$ cat src/rtl/traffic_light_fsm.sv
// Phase controller for a main/side intersection with a pedestrian all-red walk phase.
// Advances only when the countdown timer reports finish on a 1-second tick, and supplies the timer's next reload value.
module traffic_light_fsm #(
  parameter logic [4:0] MG_SEC  = 5'd18,
  parameter logic [4:0] MY_SEC  = 5'd2,
  parameter logic [4:0] SG_SEC  = 5'd12,
  parameter logic [4:0] SY_SEC  = 5'd2,
  parameter logic [4:0] PED_SEC = 5'd9
) (
  input  logic       clk,
  input  logic       rst,
  input  logic       en,
  input  logic       finish,
  input  logic       ped_req,
  output logic [4:0] light_second,
  output logic [2:0] main_rgy,
  output logic [2:0] side_rgy,
  output logic       ped_walk,
  output logic       ped_ack,
  output logic [2:0] phase
);

  typedef enum logic [2:0] {
    ST_MG  = 3'd0,
    ST_MY  = 3'd1,
    ST_SG  = 3'd2,
    ST_SY  = 3'd3,
    ST_PED = 3'd4
  } state_e;

  localparam logic [2:0] LAMP_G = 3'b001;
  localparam logic [2:0] LAMP_Y = 3'b010;
  localparam logic [2:0] LAMP_R = 3'b100;

  state_e     state_q, state_d;
  logic       ped_pending_q, ped_pending_d;
  logic       ped_ack_q, ped_ack_d;
  logic [2:0] main_rgy_q, main_rgy_d;
  logic [2:0] side_rgy_q, side_rgy_d;
  logic       ped_walk_q, ped_walk_d;
  logic       adv;
  logic       pend_eff;

  assign adv      = finish & en;
  assign pend_eff = ped_pending_q | ped_req;

  // The same pend_eff picks the SY successor and its reload, so the timer and the FSM always agree.
  always_comb begin
    state_d      = state_q;
    light_second = MG_SEC;
    case (state_q)
      ST_MG: begin
        light_second = MY_SEC;
        if (adv) state_d = ST_MY;
      end
      ST_MY: begin
        light_second = SG_SEC;
        if (adv) state_d = ST_SG;
      end
      ST_SG: begin
        light_second = SY_SEC;
        if (adv) state_d = ST_SY;
      end
      ST_SY: begin
        light_second = pend_eff ? PED_SEC : MG_SEC;
        if (adv) state_d = pend_eff ? ST_PED : ST_MG;
      end
      ST_PED: begin
        light_second = MG_SEC;
        if (adv) state_d = ST_MG;
      end
      default: begin
        light_second = MG_SEC;
        state_d      = ST_MG;
      end
    endcase
  end

  // Requests are accepted outside PED only; the SY->PED advance consumes the request and wins over a new set.
  always_comb begin
    ped_ack_d     = ped_req & ~ped_pending_q & (state_q != ST_PED);
    ped_pending_d = ped_pending_q;
    if (adv && (state_q == ST_SY) && pend_eff) begin
      ped_pending_d = 1'b0;
    end else if (ped_ack_d) begin
      ped_pending_d = 1'b1;
    end
  end

  always_comb begin
    main_rgy_d = LAMP_R;
    side_rgy_d = LAMP_R;
    ped_walk_d = 1'b0;
    case (state_d)
      ST_MG:   main_rgy_d = LAMP_G;
      ST_MY:   main_rgy_d = LAMP_Y;
      ST_SG:   side_rgy_d = LAMP_G;
      ST_SY:   side_rgy_d = LAMP_Y;
      ST_PED:  ped_walk_d = 1'b1;
      default: begin
        main_rgy_d = LAMP_R;
        side_rgy_d = LAMP_R;
      end
    endcase
  end

  // Lamps are registered from the next state so they switch together with phase.
  always_ff @(posedge clk) begin
    if (rst) begin
      state_q       <= ST_MG;
      ped_pending_q <= 1'b0;
      ped_ack_q     <= 1'b0;
      main_rgy_q    <= LAMP_G;
      side_rgy_q    <= LAMP_R;
      ped_walk_q    <= 1'b0;
    end else begin
      state_q       <= state_d;
      ped_pending_q <= ped_pending_d;
      ped_ack_q     <= ped_ack_d;
      main_rgy_q    <= main_rgy_d;
      side_rgy_q    <= side_rgy_d;
      ped_walk_q    <= ped_walk_d;
    end
  end

  assign main_rgy = main_rgy_q;
  assign side_rgy = side_rgy_q;
  assign ped_walk = ped_walk_q;
  assign ped_ack  = ped_ack_q;
  assign phase    = state_q;

endmodule
$ cat config.mk
export PLATFORM = sky130hd
export DESIGN_NAME = traffic_light_fsm
export DESIGN_NICKNAME = d
export VERILOG_FILES = /design/src/rtl/traffic_light_fsm.sv
export SDC_FILE = /design/constraint.sdc
export NUM_CORES = 1
export LEC_CHECK = 0
export BUFFER_PORTS_ARGS = -buffer_cell sky130_fd_sc_hd__buf_4
export CAP_MARGIN = 20
export CORE_AREA = 2 2 39 41
export DETAILED_ROUTE_END_ITERATION = 10
export DIE_AREA = 0 0 41 43
export PLACE_DENSITY = 0.67
export SYNTH_ARGS = -nofsm -noshare
export SYNTH_HDL_FRONTEND = slang
export SYNTH_SLANG_ARGS = --single-unit
export TNS_END_PERCENT = 20
$ cat constraint.sdc
create_clock -name clk -period 3.86 [get_ports clk]
set_clock_uncertainty 0.1 [all_clocks]
set_input_delay 0.579 -clock clk [delete_from_list [all_inputs] [get_ports clk]]
set_output_delay 0.579 -clock clk [all_outputs]
set_load 0.05 [all_outputs]
======== Word-level counts from Yosys, hierarchy flattened ========
Cells that the tools add are included.
operators by class
  reductions and logical operators ........ 6
  bitwise operators ....................... 5
  mux-type cells .......................... 12
  eq/ne operators ......................... 9
operators by type and width
  kind                                           number
  two-way mux 3 bit                              6
  one-hot mux 3 bit (5 select lines)             1
  one-hot mux 5 bit (3 select lines)             1
  == test 3 x 2 -> 1 bit, second input constant  4
  one-hot mux 3 bit (2 select lines)             2
  == test 3 x 1 -> 1 bit, second input constant  2
  == test 3 bit, second input constant           2
  logical NOT 3 bit                              2
  two-way mux 5 bit                              1
  OR reduction 2 bit                             2
  AND 1 bit                                      3
  != test 3 bit, second input constant           1
  logical AND 1 bit                              2
  two-way mux 1 bit                              1
  NOT 1 bit                                      1
  bitwise OR 1 bit                               1
storage, ports and cells
  logic and storage cells ................. 38
  register bits after elaboration ......... 12
  output and inout port bits .............. 16

======== Logic depth before layout (Yosys ltp) ========
  depth after elaboration ................. 6
  mapped depth ............................ 4
  gate-level depth less buffers ........... 3

======== Worst setup path after synthesis ========
OpenSTA, ideal clock, no wires.
  path kind ............................... reg2out
  from .................................... reg state_q[0], in the netlist phase[0]
  to ...................................... out light_second[1]
  arrival time ............................ 2071 ps
  setup slack ............................. 1110 ps
  data required time ...................... 3181 ps
  cell stages (with the launch flop) ...... 5
  cells stage by stage .................... dfxtp_1 > buf_6 > nand2b_1 > nor2_1 > inv_1
between the ends
  word-level cells in the longest chain between the ends .. 3
  elaborated cells on any way between the ends .. 6
  those cells by class .................... eq/ne (3); mux (1); reduce/logical (2)
RTL lines
  element                                                             RTL line  text
  from (decl)                                                         35        state_e state_q, state_d;
  from (signal assigned)                                              117       state_q <= state_d;
  == test 3 x 2 -> 1 bit / logical NOT 3 bit (equally long branches)  51        case (state_q)
  OR reduction 2 bit (no source line)                                 n/a
  one-hot mux 5 bit (3 select lines) (*)                              51
  to (decl)                                                           15        output logic [4:0] light_second,
Every way passes the cells marked *; elsewhere a longest branch is shown, timed or not.

======== Worst setup path in the final report ========
  from .................................... reg state_q[1], in the netlist phase[1]
  to ...................................... out light_second[4]
Same word-level chain as after synthesis.

==> results.toml <==
[grt]
track_usage = 0.138
grt_max_degree = 15
antenna_found_initial = 0
grt_overflow = 0
grt_pass1_vias = 354
grt_pass1_wl_mm = 1.57

[layout]
layout-drive-gt1-share = 0.419
mostFrequentLayoutCell = "buf_4"
fin_cells = 90
final_cell_mix = "20 x buf_4, 12 x dfxtp_1, 4 x nor2_1, 4 x a21oi_1, 4 x nor3_1"
n_antenna_cell = 0
fill_cells = 136
layout.nets = 80
syn_to_final_growth_pct = 33.2

[flow_run]
drv_cap = 0

[synth]
synth_top_family_by_area = "simple AND/OR/NAND/NOR gates"
yosysUniqueCellTypes = 28
synth_xor_xnor_area_share = 0.0329
synth-simple-area-share = 0.264
ys_top_cells_by_area = "dfxtp_1 45%, buf_6 4.2%, a21oi_1 3.8%, nor3_1 3.8%, nor3b_4 3.5%"
synth_fa_ha_area_frac = 0
ys_seq_area_frac = 0.452
ys_ff_latch = 12
ys_warn_count = 0
synth_top_area_cell = "dfxtp_1"
synth_top_area_frac = 0.452
synthCells = 54
synth_compound_area_frac = 0.160
netlist_area_sq_um = 532
synthMuxAreaShare = 0.0212
synth.avg_cell_area_sq_um = 9.85
syn_nets = 59

[worst_setup_path]
cp.required_ns = 3.18
path_cells = "nor3b_4, a21o_2, buf_4"
worstPathMaxFanout = 10
r2r_setup_slack_ns = 2.37
cpPeakStageDelay_ns = 0.53
start_kind = "flop"
path_class = "reg2out"
end_kind = "output pin"
path_delay_family = "flip-flops"
r2r-end = "main_rgy[2]$_SDFF_PP0_"
path_buf_inv = 1
crit_slowest_cell = "dfxtp_1"
worstPathArrival_ns = 1.47
worstReg2RegStart = "phase[2]$_SDFF_PP0_"
worstRegToRegCells = 3

[sta]
fmax_ghz = 0.465
tns_ns = 0
period_needed_ns = 2.15
fin_crit_sh = 0.557
final_max_slew_viol_count = 0
setup_viol = 0
rsz0062_at_grt = "no"
hold_violations = 0
tightestPinTransition_ns = 0.432
maxSlewHeadroom = 0.711

[route]
drtPass1Iterations = 4
viasPerCell = 5.14
dr.first_iter.drc_count = 6
ant_nets = 0
drc = 0
wl_mm = 1.06
via_count = 463
wire_per_inst_um = 11.8

[clocking]
hold_buffers = 0
cts_root_buffer = "clkbuf_4"
post_cts_resized = 0
cts.sinks = 12
cts.clk_slew.worst_paths_ns = 0.08
insertion_delay_ns = 0.27
clk_path_buf_depth = 2
cts_tree = "done"
cts_buffers = 3
h-tree-depth = 1
cts_setup_buffers = 0

[placed_design]
port-buffer-count = 20
dp_cells = 86
gp_congestion = 0.787
dp_hpwl_um = 726

[die]
core-area_sq_mm = 0.00138
rows = 14
pin_count = 21
die-area_sq_mm = 0.00176
fp.dieW_um = 41
die_h_um = 43
initial_core_util = 0.384

[hold_path]
holdPathEnd = "ped_ack$_SDFF_PP0_"
min_path_type = "reg2reg"
min_path_cells = 1
hold_start = "ped_pending_q$_SDFFE_PP0P_"

[power]
p_leak_nw = 0.317
power_uw = 299
power_density_mw_per_mm2 = 422
ir_drop_mv = 0.190

[status]
outcome = "complete, no violations"
## cells by family after synthesis
logic type             after synthesis
XOR/XNOR                             2
AND/OR/NAND/NOR                     21
buffers and inverters                6
AO/OA/AOI/OAI                       12
flip-flops                          12
multiplexers                         1
## flip-flops by register name (all words and copies together), names as in the netlist
name           cells
ped_walk           1
main_rgy           3
ped_ack            1
phase              3
ped_pending_q      1
side_rgy           3
## power breakdown
part	switching (mW)	leakage [nW]	total [mW]	internal, mW
clock	0.0423	0.0210	0.0997	0.0574
sequential	0.00569	0.0981	0.135	0.130
combinational	0.0430	0.198	0.0637	0.0207
## stage by stage
step / worst slack (ns) / hold slack, ns / instance area, sq um / utilization
finish: 1.71 / 0.429 / 708 / 0.512
global route: 1.60 / 0.453 / 708 / 0.512
CTS: 1.72 / 0.432 / 708 / 0.512
detailed placement: 1.89 / 0.426 / 672 / 0.486
global placement: 1.92 / 0.413 / 672 / 0.486
floorplan: 1.11 / 0.394 / 532 / -
## final cells by class
type | count | area, sq um | area share
Multi-Input combinational cell | 36 | 254 | 0.359
Tap cell | 16 | 20.0 | 0.0283
Sequential cell | 12 | 240 | 0.339
Clock buffer | 4 | 36.3 | 0.0512
Inverter | 2 | 7.51 | 0.0106
Timing Repair Buffer | 20 | 150 | 0.212
## routing by layer
metal  up-vias  wire length, um  share of wire  global-route usage
met5         -                0              0                   0
met4         0               41          0.039               0.100
met3         5               55          0.052              0.0471
met2        18              505           0.48               0.184
met1       205              461           0.43               0.175
li1        235                -              -                   -
## cell usage after synthesis
library cell  instances
and2b_2               1
a21oi_1               4
nor3b_4               1
xor2_1                1
nand2_2               1
or3_1                 3
a21o_2                1
a2bb2oi_1             1
nand2b_4              1
nand2_1               1
mux2_2                1
buf_6                 2
o21ai_0               1
a31o_1                1
xnor2_1               1
nand2b_1              1
a211o_1               1
dfxtp_1              12
a311oi_1              1
a311o_1               1
nor3_1                4
clkbuf_1              2
nor4_1                2
nor2_1                4
or3b_4                1
nand3_1               1
inv_1                 2
a31oi_1               1
## worst reg2reg max path: cells and delay by family (launching register included)
family,cells,cell delay [ns]
AND/OR/NAND/NOR,2,0.62
flip-flops,1,0.59
AO/OA/AOI/OAI,1,0.12
## how the worst max path moves through the flow
stage	startpoint	endpoint	slack, ns	depth (start not counted)
after global placement	ped_req	light_second[4]	1.92	4
after CTS	phase[1]$_SDFF_PP0_	light_second[4]	1.72	3
after detailed placement	ped_req	light_second[4]	1.89	4
after global routing	phase[1]$_SDFF_PP0_	light_second[1]	1.60	4
final	phase[1]$_SDFF_PP0_	light_second[4]	1.71	3
after floorplan	phase[0]$_SDFF_PP0_	light_second[1]	1.11	4
Note: power is estimated with default switching activity, not from simulation.
